**config.mk**
```make
export PLATFORM = sky130hd
export DESIGN_NAME = serial_subtractor
export DESIGN_NICKNAME = d
export VERILOG_FILES = /design/src/rtl/serial_subtractor.sv
export SDC_FILE = /design/constraint.sdc
export NUM_CORES = 1
export LEC_CHECK = 0
export BUFFER_PORTS_ARGS = -buffer_cell sky130_fd_sc_hd__buf_2
export CAP_MARGIN = 20
export CORE_MARGIN = 2
export CORE_UTILIZATION = 45
export DETAILED_ROUTE_END_ITERATION = 8
export HOLD_SLACK_MARGIN = 0.12
export PLACE_DENSITY_LB_ADDON = 0.12
export SYNTH_ARGS = -nofsm -noshare
export SYNTH_HDL_FRONTEND = slang
export SYNTH_SLANG_ARGS = --single-unit
```
**constraint.sdc**
```tcl
create_clock -name clk -period 1.91 [get_ports clk]
set_clock_uncertainty 0.2 [all_clocks]
set_input_delay 0.4775 -clock clk [delete_from_list [all_inputs] [get_ports clk]]
set_output_delay 0.4775 -clock clk [all_outputs]
set_load 0.02 [all_outputs]
```
**src/rtl/serial_subtractor.sv**
```systemverilog
// Bit-serial unsigned subtractor: one full-subtractor cell plus a registered borrow,
// processing a - b - bin LSB first, one bit per clock, behind a start/done handshake.
module serial_subtractor #(
  parameter int WIDTH = 8
) (
  input  logic             clk,
  input  logic             rst,
  input  logic             start,
  input  logic [WIDTH-1:0] a,
  input  logic [WIDTH-1:0] b,
  input  logic             bin,
  output logic             busy,
  output logic             done,
  output logic [WIDTH-1:0] diff,
  output logic             bout
);

  localparam int CW = (WIDTH > 1) ? $clog2(WIDTH) : 1;
  localparam logic [CW-1:0] LAST = CW'(WIDTH - 1);

  typedef enum logic [1:0] {IDLE, RUN, DONE} state_t;

  state_t           state_reg, state_next;
  logic [WIDTH-1:0] a_reg, b_reg, res_reg, res_shift;
  logic [CW-1:0]    cnt_reg;
  logic             br_reg;
  logic             ai, bi, d, br_next, last;

  assign ai      = a_reg[0];
  assign bi      = b_reg[0];
  assign d       = ai ^ bi ^ br_reg;
  assign br_next = (~ai & bi) | (~(ai ^ bi) & br_reg);
  assign last    = (cnt_reg == LAST);

  // New difference bit enters at the MSB so the LSB-first stream lands in place.
  generate
    if (WIDTH == 1) begin : g_w1
      assign res_shift = d;
    end else begin : g_wn
      assign res_shift = {d, res_reg[WIDTH-1:1]};
    end
  endgenerate

  always_ff @(posedge clk or posedge rst) begin
    if (rst) state_reg <= IDLE;
    else     state_reg <= state_next;
  end

  always_comb begin
    state_next = state_reg;
    case (state_reg)
      IDLE:    if (start) state_next = RUN;
      RUN:     if (last)  state_next = DONE;
      DONE:    state_next = IDLE;
      default: state_next = IDLE;
    endcase
  end

  always_comb begin
    busy = 1'b0;
    done = 1'b0;
    case (state_reg)
      RUN:     busy = 1'b1;
      DONE:    done = 1'b1;
      default: ;
    endcase
  end

  // Published outputs are written only on the final bit so partial results never show.
  always_ff @(posedge clk or posedge rst) begin
    if (rst) begin
      a_reg   <= '0;
      b_reg   <= '0;
      res_reg <= '0;
      cnt_reg <= '0;
      br_reg  <= 1'b0;
      diff    <= '0;
      bout    <= 1'b0;
    end else begin
      case (state_reg)
        IDLE: begin
          if (start) begin
            a_reg   <= a;
            b_reg   <= b;
            br_reg  <= bin;
            cnt_reg <= '0;
          end
        end
        RUN: begin
          a_reg   <= a_reg >> 1;
          b_reg   <= b_reg >> 1;
          br_reg  <= br_next;
          res_reg <= res_shift;
          if (last) begin
            diff <= res_shift;
            bout <= br_next;
          end else begin
            cnt_reg <= cnt_reg + 1'b1;
          end
        end
        default: ;
      endcase
    end
  end

endmodule

```
# Word-level counts from Yosys, hierarchy flattened
# Index checks and enable logic that the tools add are counted.
[totals] ff_bits=39 inputBits=20 out_inout_bits=11 elab_cells=42
[classes] n_addsub=1 eq_ne=6 muxes=14 bitwise=7 reduce_logical=6
[ops] cell="$pmux W8 S2" count=2
[ops] cell="$mux W8" count=2
[ops] cell="$mux W3" count=2
[ops] cell="$ne A2 B2 Y1 const B" count=3
[ops] cell="$pmux W3 S2" count=1
[ops] cell="$reduce_and A2 Y1" count=3
[ops] cell="$mux W2" count=2
[ops] cell="$pmux W2 S2" count=1
[ops] cell="$add A3 B1 Y3 const B" count=1
[ops] cell="$eq A3 B3 Y1 const B" count=1
[ops] cell="$mux W1" count=3
[ops] cell="$reduce_and A3 Y1" count=1
[ops] cell="$and A1 B1 Y1" count=2
[ops] cell="$eq A2 B1 Y1 const B" count=1
[ops] cell="$eq A2 B2 Y1 const B" count=1
[ops] cell="$logic_not A2 Y1" count=1
[ops] cell="$not A1 Y1" count=2
[ops] cell="$pmux W1 S2" count=1
[ops] cell="$reduce_bool A2 Y1" count=1
[ops] cell="$xor A1 B1 Y1" count=2
[ops] cell="$or A1 B1 Y1" count=1

# Logic depth before layout (Yosys ltp)
# Gate-level depths: netlist of the first run.
[logic_depth] depth_word=5 mapped_depth=5 mapped_depth_nobuf=4

# Least setup slack after synthesis of the first run
# OpenSTA, ideal clock, no wires.
[synth_timing] path_type="register to register" start="register cnt_reg[0]" end="register diff[0]" setup_ps=125 arrival_time_ps=1373 t_required_ps=1585 path_slack_ps=212 path_stages_with_launch=6 n_path_buf=1 period_less_slack_ps=1698 cell_sequence="dfrtp_1 > ha_1 > ha_1 > nand3b_1 > buf_6 > mux2_4"
[synth_between] elab_chain_cells=2
[synth_rtl] element="start: declaration" line_no="25" text="logic [CW-1:0] cnt_reg;"
[synth_rtl] element="start signal: assignment" line_no="98" text="cnt_reg <= cnt_reg + 1'b1;"
[synth_rtl] element="$eq A3 B3 Y1" line_no="33" text="assign last = (cnt_reg == LAST);"
[synth_rtl] element="$reduce_and A2 Y1 (no line)"
[synth_rtl] element="end signal: assignment" line_no="95" text="diff <= res_shift;"
[synth_rtl] element="end: declaration" line_no="14" text="output logic [WIDTH-1:0] diff,"
# No other way between the ends.
# A chain may end at the register's enable or synchronous reset.

# Worst setup path after layout of the first run
[layout_timing] start="register state_reg[0]" end="output busy"
[layout_between] elab_chain_cells=2
[layout_rtl] element="start: declaration" line_no="23" text="state_t state_reg, state_next;"
[layout_rtl] element="start signal: assignment" line_no="46" text="else state_reg <= state_next;"
[layout_rtl] element="$eq A2 B1 Y1" line_no="62" text="case (state_reg)"
[layout_rtl] element="$mux W1" line_no="62"
[layout_rtl] element="end: declaration" line_no="12" text="output logic busy,"
# No other way between the ends.

==> run_results.csv, run 1 <==
group,metric,value,unit
place,dpl-instance-area,2020,µm²
yosys,syn-instance-count,149,
routing,routed_wl,3290,µm
sta,post-route-min-period,1.85,ns
power_and_ir_drop,p_leak,1.05,nW
setup_path,cp-end-kind,"output port",
setup_path,startpoint_type,"register",
floorplan,core-area,3970,µm²
worst_hold_path,hold_path_class,"in -> reg",
yosys,synth.cell_area,1850,µm²
final_layout,final_util,54.0,%
setup_path,cp_max_fo,9,
global_routing,gr-total-overflow,0,
power_and_ir_drop,powerDensity,1610,nW/µm²
global_routing,antenna_found_initial,0,
setup_path,cp.required,1.23,ns
setup_path,cp_slowest_stage_delay,0.41,ns
sta,max_clock_freq,542,MHz
place,portBuffers,30,
yosys,synth_area_leaders,"dfrtp_1 (51%), nor4b_1 (7.6%), a221oi_1 (7.1%), mux2_4 (6.5%), buf_6 (4.9%)",
cts,cts_buffer_depth,2,
global_routing,grt_first_pass_wirelength,5550,µm
final_layout,mostFrequentLayoutCells,"dfrtp_1 (37), buf_2 (28), inv_1 (18)",
cts,numCtsBuffers,5,
yosys,postSynthAreaPerCell,12.4,µm²
cts,clock_sinks,38,
setup_path,cpLargestDelayFamily,"flip-flops",
floorplan,start_util,46.6,%
floorplan,dieArea,4640,µm²
cts,htree_levels,2,
floorplan,ios,31,
sta,hold_viol,0,
routing,wl_per_cell,14.1,µm
outcome,status,"finished clean",
yosys,ys_types,24,
yosys,synth_largest_area_cell,"dfrtp_1",
sta,setup_viol,0,
cts,clockRootBuffer,"clkbuf_8",
routing,avgViaCountPerCell,5.41,
setup_path,path_cells,"buf_6 > nor2b_2 > buf_4",
final_layout,final_common_cell,"dfrtp_1",
cts,cts_tree,"done",
final_layout,nets,205,
routing,antenna_left,0,
global_routing,grt_pass1_vias,1258,
floorplan,rows,23,
sta,worstMarginPinSlew,0.513,ns
global_routing,grt_start_max_net_pins,39,
floorplan,die_x,68.1,µm
sta,relSlewSlack,65.7,%
job,drv_cap,0,
floorplan,die_h,68.1,µm
routing,vias,1260,
yosys,synth_seq_cells,38,
power_and_ir_drop,ir_drop,0.572,mV
yosys,ys.warnings.count,0,
final_layout,drive_above_1_share,35.0,%
routing,drt_iter0_drc,43,
routing,first_pass_iters,4,
sta,fin_setup_tns,0,ns
sta,slew_violations,0,
setup_path,cpMaxStageDelayCell,"dfrtp_1",
place,dp.cells,224,
setup_path,critPathBufInv,2,
routing,drc,0,
global_routing,grt.total_usage,16.4,%
yosys,syn_nets,172,
final_layout,fin_area,2140,µm²
final_layout,syn_to_final_growth,15.9,%
cts,cts.clk_slew.worst_paths,0.07,ns
place,gp_congestion,0.678,
place,dp_hpwl,2170,µm
final_layout,antenna_cells,0,
yosys,synth_top_area_share,51.4,%
yosys,yosysSeqAreaShare,51.4,%
setup_path,arrival,1.17,ns
cts,clk_latency,0.29,ns
setup_path,worst-setup-path-type,"reg -> out",
final_layout,stdcell_count,233,
sta,rsz0062_at_grt,"false",
sta,finalCritPeriodShare,96.6,%
[routing by layer]
layer / up-vias / global-route usage [%] / part of all wire (%)
met5: - / 0 / 0
met1: 625 / 19.1 / 46
met3: 7 / 5.59 / 4.2
li1: 600 / - / -
met2: 28 / 27.2 / 47
met4: 0 / 7.50 / 1.9
[worst reg2reg max path: stages (launching register included)]
cell     delay, ns
dfrtp_1       0.41
ha_1          0.21
ha_1          0.19
buf_4         0.15
and3_1        0.17
a211o_1       0.27
[final cells by class]
cell class	instances	area, µm²
Clock buffer	7	86.3
Sequential cell	38	952
Clock inverter	1	5.00
Timing Repair Buffer	39	249
Fill cell	355	1830
Multi-Input combinational cell	80	722
Tap cell	50	62.6
Inverter	18	67.6
[report_power, final]
part	leakage [nW]	internal (W)	switching (W)
clock network	0.0482	0.000291	0.000272
registers	0.443	0.00120	0.000218
logic	0.562	0.000761	0.000710
[kinds of logic after synthesis]
group | count (synthesis) | synth area share [%]
AND/OR/NAND/NOR | 39 | 14.4
flip-flops | 38 | 51.4
buffers and inverters | 31 | 9.74
AO/OA/AOI/OAI | 22 | 10.8
multiplexers | 16 | 11.3
adder cells (fa/ha/maj) | 3 | 2.43
[stage by stage]
stage               setup WS, ns  hold slack (ns)  total power, W
floorplan                  0.212            0.274         0.00260
CTS                       0.0221            0.197         0.00348
global route             0.00616            0.191         0.00375
detailed placement         0.199            0.296         0.00290
finish                    0.0650            0.206         0.00345
global placement           0.242            0.292         0.00282
[cells in the mapped netlist]
master,n
dfrtp_1,38
inv_1,18
nor4b_1,16
a221oi_1,15
nor2_1,12
buf_6,8
mux2_4,8
mux2_2,7
a211o_1,3
and3_1,3
buf_2,3
a22o_1,2
clkbuf_1,2
ha_1,2
nand2b_1,2
nor4bb_1,2
a21oi_1,1
fa_1,1
mux2i_1,1
nand3b_1,1
nor2b_1,1
nor2b_2,1
nor3b_1,1
o21bai_4,1
[worst paths after layout]
path,startpoint,to,slack (ns),cells past startpoint
min,b[7],b_reg[7],0.21,2
max,state_reg[0],busy,0.06,3
min reg2reg,diff[3],diff[3],0.31,1
max in group asynchronous,rst,state_reg[1],0.53,4
min in group asynchronous,rst,cnt_reg[2],0.63,4
max reg2reg,cnt_reg[0],cnt_reg[0],0.20,5
[repair_timing]
item,in CTS,in global routing
endpoints found under the hold margin,38,0
setup endpoints to repair,1,2
gates resized for setup,1,6
buffers inserted,0,0
hold buffers,1,0
Power figures use the tool's default switching activity.
==> run 2, diff against run 1 <==
CTS_CLUSTER_DIAMETER = 40   (was default)
REMOVE_ABC_BUFFERS = 1   (was default)
SLEW_MARGIN = 20   (was default)
==> run 2 against run 1 <==
Against the previous run: worst setup slack improved by 0.046 ns; sequential share of layout area increased by 0.58 points; sequential power about the same; final cell count decreased by 1.3%; power decreased by 1.7%; core utilization decreased by 0.69 points; clock power decreased by 6.2%; register-to-register slack got worse by 0.07 ns; combinational power about the same; flip-flop and latch count unchanged; clock-buffer cell count decreased by 1; largest cell class unchanged; maximum frequency increased by 2.5%.
==> run_results.csv, run 2 (synthesis results as in run 1) <==
group,metric,value,unit
outcome,status,"finished clean",
sta,setup_viol,0,
place,portBuffers,30,
place,dp.cells,223,
setup_path,cp-end-kind,"output port",
final_layout,ff_latch_area,952,µm²
power_and_ir_drop,switchingPower,0.00117,W
sta,post-route-min-period,1.80,ns
power_and_ir_drop,ir_drop,0.591,mV
floorplan,die_x,68.1,µm
sta,worstMarginPinSlew,0.492,ns
setup_path,startpoint_type,"register",
cts,cts_tree,"done",
global_routing,grt_pass1_vias,1213,
routing,vias,1244,
routing,first_pass_iters,4,
setup_path,cp_max_fo,6,
power_and_ir_drop,clkPwrFrac,15.6,%
routing,wl_per_cell,14.3,µm
routing,drt_iter0_drc,40,
final_layout,syn_to_final_growth,14.4,%
setup_path,cpMaxStageDelayCell,"dfrtp_2",
sta,finalCritPeriodShare,94.2,%
final_layout,final_common_cell,"dfrtp_1",
sta,rsz0062_at_grt,"false",
global_routing,gr-total-overflow,0,
global_routing,grt_start_max_net_pins,39,
setup_path,arrival,1.12,ns
floorplan,rows,23,
place,dp_slack,0.0826,ns
routing,routed_wl,3290,µm
job,drv_cap,0,
floorplan,core-area,3970,µm²
global_routing,antenna_found_initial,0,
floorplan,ios,31,
floorplan,die_h,68.1,µm
sta,max_clock_freq,556,MHz
final_layout,stdcell_count,230,
cts,cts.clk_slew.worst_paths,0.07,ns
floorplan,dieArea,4640,µm²
cts,clock_sinks,38,
cts,numCtsBuffers,5,
final_layout,nets,204,
setup_path,path_cells,"nor2b_4 > buf_2",
setup_path,worst-setup-path-type,"reg -> out",
place,dp_hpwl,2220,µm
power_and_ir_drop,p_sw_share,34.5,%
cts,htree_levels,2,
routing,drc,0,
sta,fin_ws,0.111,ns
final_layout,antenna_cells,0,
setup_path,cp.required,1.23,ns
worst_hold_path,hold_path_class,"in -> reg",
routing,antenna_left,0,
cts,clockRootBuffer,"clkbuf_8",
power_and_ir_drop,p_leak,1.04,nW
power_and_ir_drop,power.internal,0.00222,W
place,gp_congestion,0.640,
cts,cts_buffer_depth,2,
power_and_ir_drop,p_seq_share,41.9,%
final_layout,mostFrequentLayoutCells,"dfrtp_1 (37), buf_2 (30), inv_1 (18)",
sta,holdWs,0.219,ns
sta,hold_viol,0,
sta,fin_setup_tns,0,ns
sta,relSlewSlack,67.1,%
cts,clk_latency,0.28,ns
routing,avgViaCountPerCell,5.41,
setup_path,cp_slowest_stage_delay,0.43,ns
power_and_ir_drop,powerDensity,1600,nW/µm²
final_layout,fillers,360,
final_layout,drive_above_1_share,34.4,%
cts,cts_setup_buffers,0,
sta,slew_violations,0,
global_routing,grt_first_pass_wirelength,5530,µm
floorplan,start_util,46.6,%
power_and_ir_drop,p_comb_share,42.5,%
global_routing,grt.total_usage,16.4,%
final_layout,multi_input_area,727,µm²
==> run 2: final timing paths <==
kind / startpoint / end / slack, ns / depth (start not counted)
setup / recovery: state_reg[0] / busy / 0.11 / 2
hold / removal: a[7] / a_reg[7] / 0.22 / 2
setup reg to reg: cnt_reg[0] / diff[2] / 0.13 / 5
hold reg to reg: diff[5] / diff[5] / 0.31 / 1
max in group asynchronous: rst / state_reg[0] / 0.51 / 4
min in group asynchronous: rst / diff[0] / 0.65 / 4
==> run 2: timing repair <==
item / in CTS / in global routing
endpoints found under the hold margin: 38 / 0
setup endpoints to repair: 1 / 9
hold buffers: 1 / 0
gates resized for setup: 1 / 2
==> run 2: final cells by class <==
type | instances | share of cell area (%)
tap | 50 | 2.96
inverter | 18 | 3.19
multi-input combinational | 80 | 34.3
timing repair buffer | 38 | 10.6
sequential | 38 | 45.0
clock buffer | 6 | 3.90
==> run 2: layer usage <==
metal / global-route usage [%] / part of all wire [%] / up-vias
met2: 26.2 / 50 / 32
met5: 0 / 0 / -
li1: - / - / 599
met4: 6.00 / 1.5 / 0
met3: 5.59 / 5.2 / 6
met1: 20.5 / 43 / 607
==> run 2: stage by stage <==
step	cell area, µm²	util, %	power [W]
after CTS	2110	53.2	0.00344
after floorplan	1740	-	0.00245
after global routing	2120	53.3	0.00368
after global placement	2020	50.8	0.00281
final	2120	53.3	0.00339
after detailed placement	2020	50.8	0.00289
==> run 2: critical path, delay by kind of cell, from the launching register on <==
kind / cells / cell delay (ns)
buffers and inverters: 1 / 0.19
flip-flops: 1 / 0.43
AND/OR/NAND/NOR: 1 / 0.22
==> run 2: power groups by stage <==
stage	registers (W)	logic (W)	clock network (W)
final	0.00142	0.00144	0.000529
after global routing	0.00148	0.00161	0.000588
after CTS	0.00143	0.00146	0.000552
after detailed placement	0.00144	0.00145	0
after global placement	0.00142	0.00139	0
after floorplan	0.00158	0.000874	0
==> run 3, diff against run 2 <==
clock period = 2 ns   (was 1.91 ns; I/O delays follow)
==> run 3 against run 2 <==
Against the previous run: sequential share of layout area increased by 0.46 points; sequential power decreased by 4%; critical path depth increased by 3; highest routed layer unchanged; core utilization decreased by 0.54 points; combinational power decreased by 6%; global-route usage decreased by 0.13 points.
==> run_results.csv, run 3 (synthesis results as in run 1) <==
group,metric,value,unit
global_routing,gr-total-overflow,0,
routing,wl_per_cell,14.4,µm
setup_path,r2r-end,"diff[4]",
outcome,status,"finished clean",
setup_path,endpoint,"diff[4]",
routing,avgViaCountPerCell,5.42,
floorplan,ios,31,
global_routing,grt_pass1_vias,1211,
cts,numCtsBuffers,5,
final_layout,drive_above_1_share,34.3,%
floorplan,core-area,3970,µm²
routing,first_pass_iters,4,
sta,fin_setup_tns,0,ns
sta,relSlewSlack,66.3,%
setup_path,cp_max_fo,10,
setup_path,worst-setup-path-type,"reg -> reg",
setup_path,timing.rr.start,"cnt_reg[0]",
cts,cts_buffer_depth,2,
routing,routed_wl,3320,µm
routing,drt_iter0_drc,43,
floorplan,dieArea,4640,µm²
sta,rsz0062_at_grt,"false",
cts,cts_tree,"done",
cts,postCtsHoldBufs,0,
sta,hold_viol,0,
sta,worstMarginPinSlew,0.504,ns
setup_path,cp-startpoint,"cnt_reg[0]",
final_layout,syn_to_final_growth,13.3,%
sta,max_clock_freq,540,MHz
place,gp_congestion,0.653,
power_and_ir_drop,ir_drop,0.590,mV
power_and_ir_drop,powerDensity,1540,nW/µm²
routing,drc,0,
setup_path,cp-end-kind,"register",
final_layout,final_common_cell,"dfrtp_1",
global_routing,grt_first_pass_wirelength,5500,µm
sta,slew_violations,0,
place,dp_hpwl,2260,µm
routing,antenna_left,0,
sta,setup_viol,0,
final_layout,mostFrequentLayoutCells,"dfrtp_1 (37), buf_2 (30), inv_1 (18)",
floorplan,die_x,68.1,µm
global_routing,grt.total_usage,16.3,%
global_routing,antenna_found_initial,0,
global_routing,grt_start_max_net_pins,39,
cts,htree_levels,2,
cts,cts.clk_slew.worst_paths,0.07,ns
setup_path,regToRegSetupSlack,0.15,ns
setup_path,worst_r2r_path_depth,5,
cts,clock_sinks,38,
sta,finalCritPeriodShare,92.6,%
final_layout,fin_area,2100,µm²
routing,vias,1252,
setup_path,arrival,1.82,ns
floorplan,start_util,46.6,%
cts,clk_latency,0.28,ns
setup_path,startpoint_type,"register",
floorplan,die_h,68.1,µm
floorplan,rows,23,
job,drv_cap,0,
place,dpl-instance-area,2000,µm²
place,portBuffers,30,
power_and_ir_drop,p_leak,1.03,nW
final_layout,nets,203,
setup_path,cp.required,1.97,ns
final_layout,stdcell_count,231,
final_layout,antenna_cells,0,
sta,post-route-min-period,1.85,ns
worst_hold_path,hold_path_class,"in -> async",
cts,clockRootBuffer,"clkbuf_8",
place,dp.cells,223,
## run 3: cell types whose count changed in the layout (fill, tap and decap cells not counted), sizes merged
cell and change:
dlygate4sd3 -1, clkbuf +1, clkinv +1
## run 3: final cells by class
| cell class | count | area (µm²) |
|---|---|---|
| Inverter | 18 | 67.6 |
| Sequential cell | 38 | 952 |
| Tap cell | 50 | 62.6 |
| Timing Repair Buffer | 37 | 203 |
| Clock buffer | 7 | 86.3 |
| Multi-Input combinational cell | 80 | 719 |
| Fill cell | 373 | 1880 |
| Clock inverter | 1 | 5.00 |
## run 3: per-stage QoR
step	power [W]	hold slack [ns]	utilization (%)	setup slack, ns
after floorplan	0.00234	0.274	-	-0.231
after global placement	0.00267	0.290	50.4	0.232
after detailed placement	0.00275	0.292	50.4	0.142
after CTS	0.00329	0.134	52.7	0.0707
after global routing	0.00353	0.156	52.8	0.0662
final	0.00324	0.116	52.8	0.148
## run 3: power by group
| group | switching, W | internal [W] |
|---|---|---|
| Combinational | 0.000663 | 0.000691 |
| Sequential | 0.000217 | 0.00114 |
| Clock | 0.000244 | 0.000278 |
## run 3: worst max-delay path: stages, from the launching register on
cell and delay [ns]:
dfrtp_1 0.41, ha_1 0.21, ha_1 0.27, nand3b_1 0.11
buf_4 0.22, mux2_4 0.32
## run 3: metal layers
layer	track usage, %	part of all wire, %	vias up
li1	-	-	600
met1	19.1	45	624
met2	27.5	49	24
met3	5.43	4.6	4
met4	6.00	1.4	0
met5	0	0	-
## run 3: worst min path at each step
stage,endpoint,start,depth (start not counted),slack (ns)
after floorplan,a_reg[7],a_reg[7],1,0.27
after global placement,cnt_reg[1],cnt_reg[1],1,0.29
after detailed placement,b_reg[7],b_reg[7],1,0.29
after CTS,diff[0],rst,3,0.13
after global routing,b_reg[2],rst,3,0.16
final,b_reg[2],rst,3,0.12
## run 3: repair_timing
item,CTS,global route
hold endpoints to repair,0,0
gates resized for setup,0,1
endpoints found under the setup margin,0,1
setup buffers,0,0
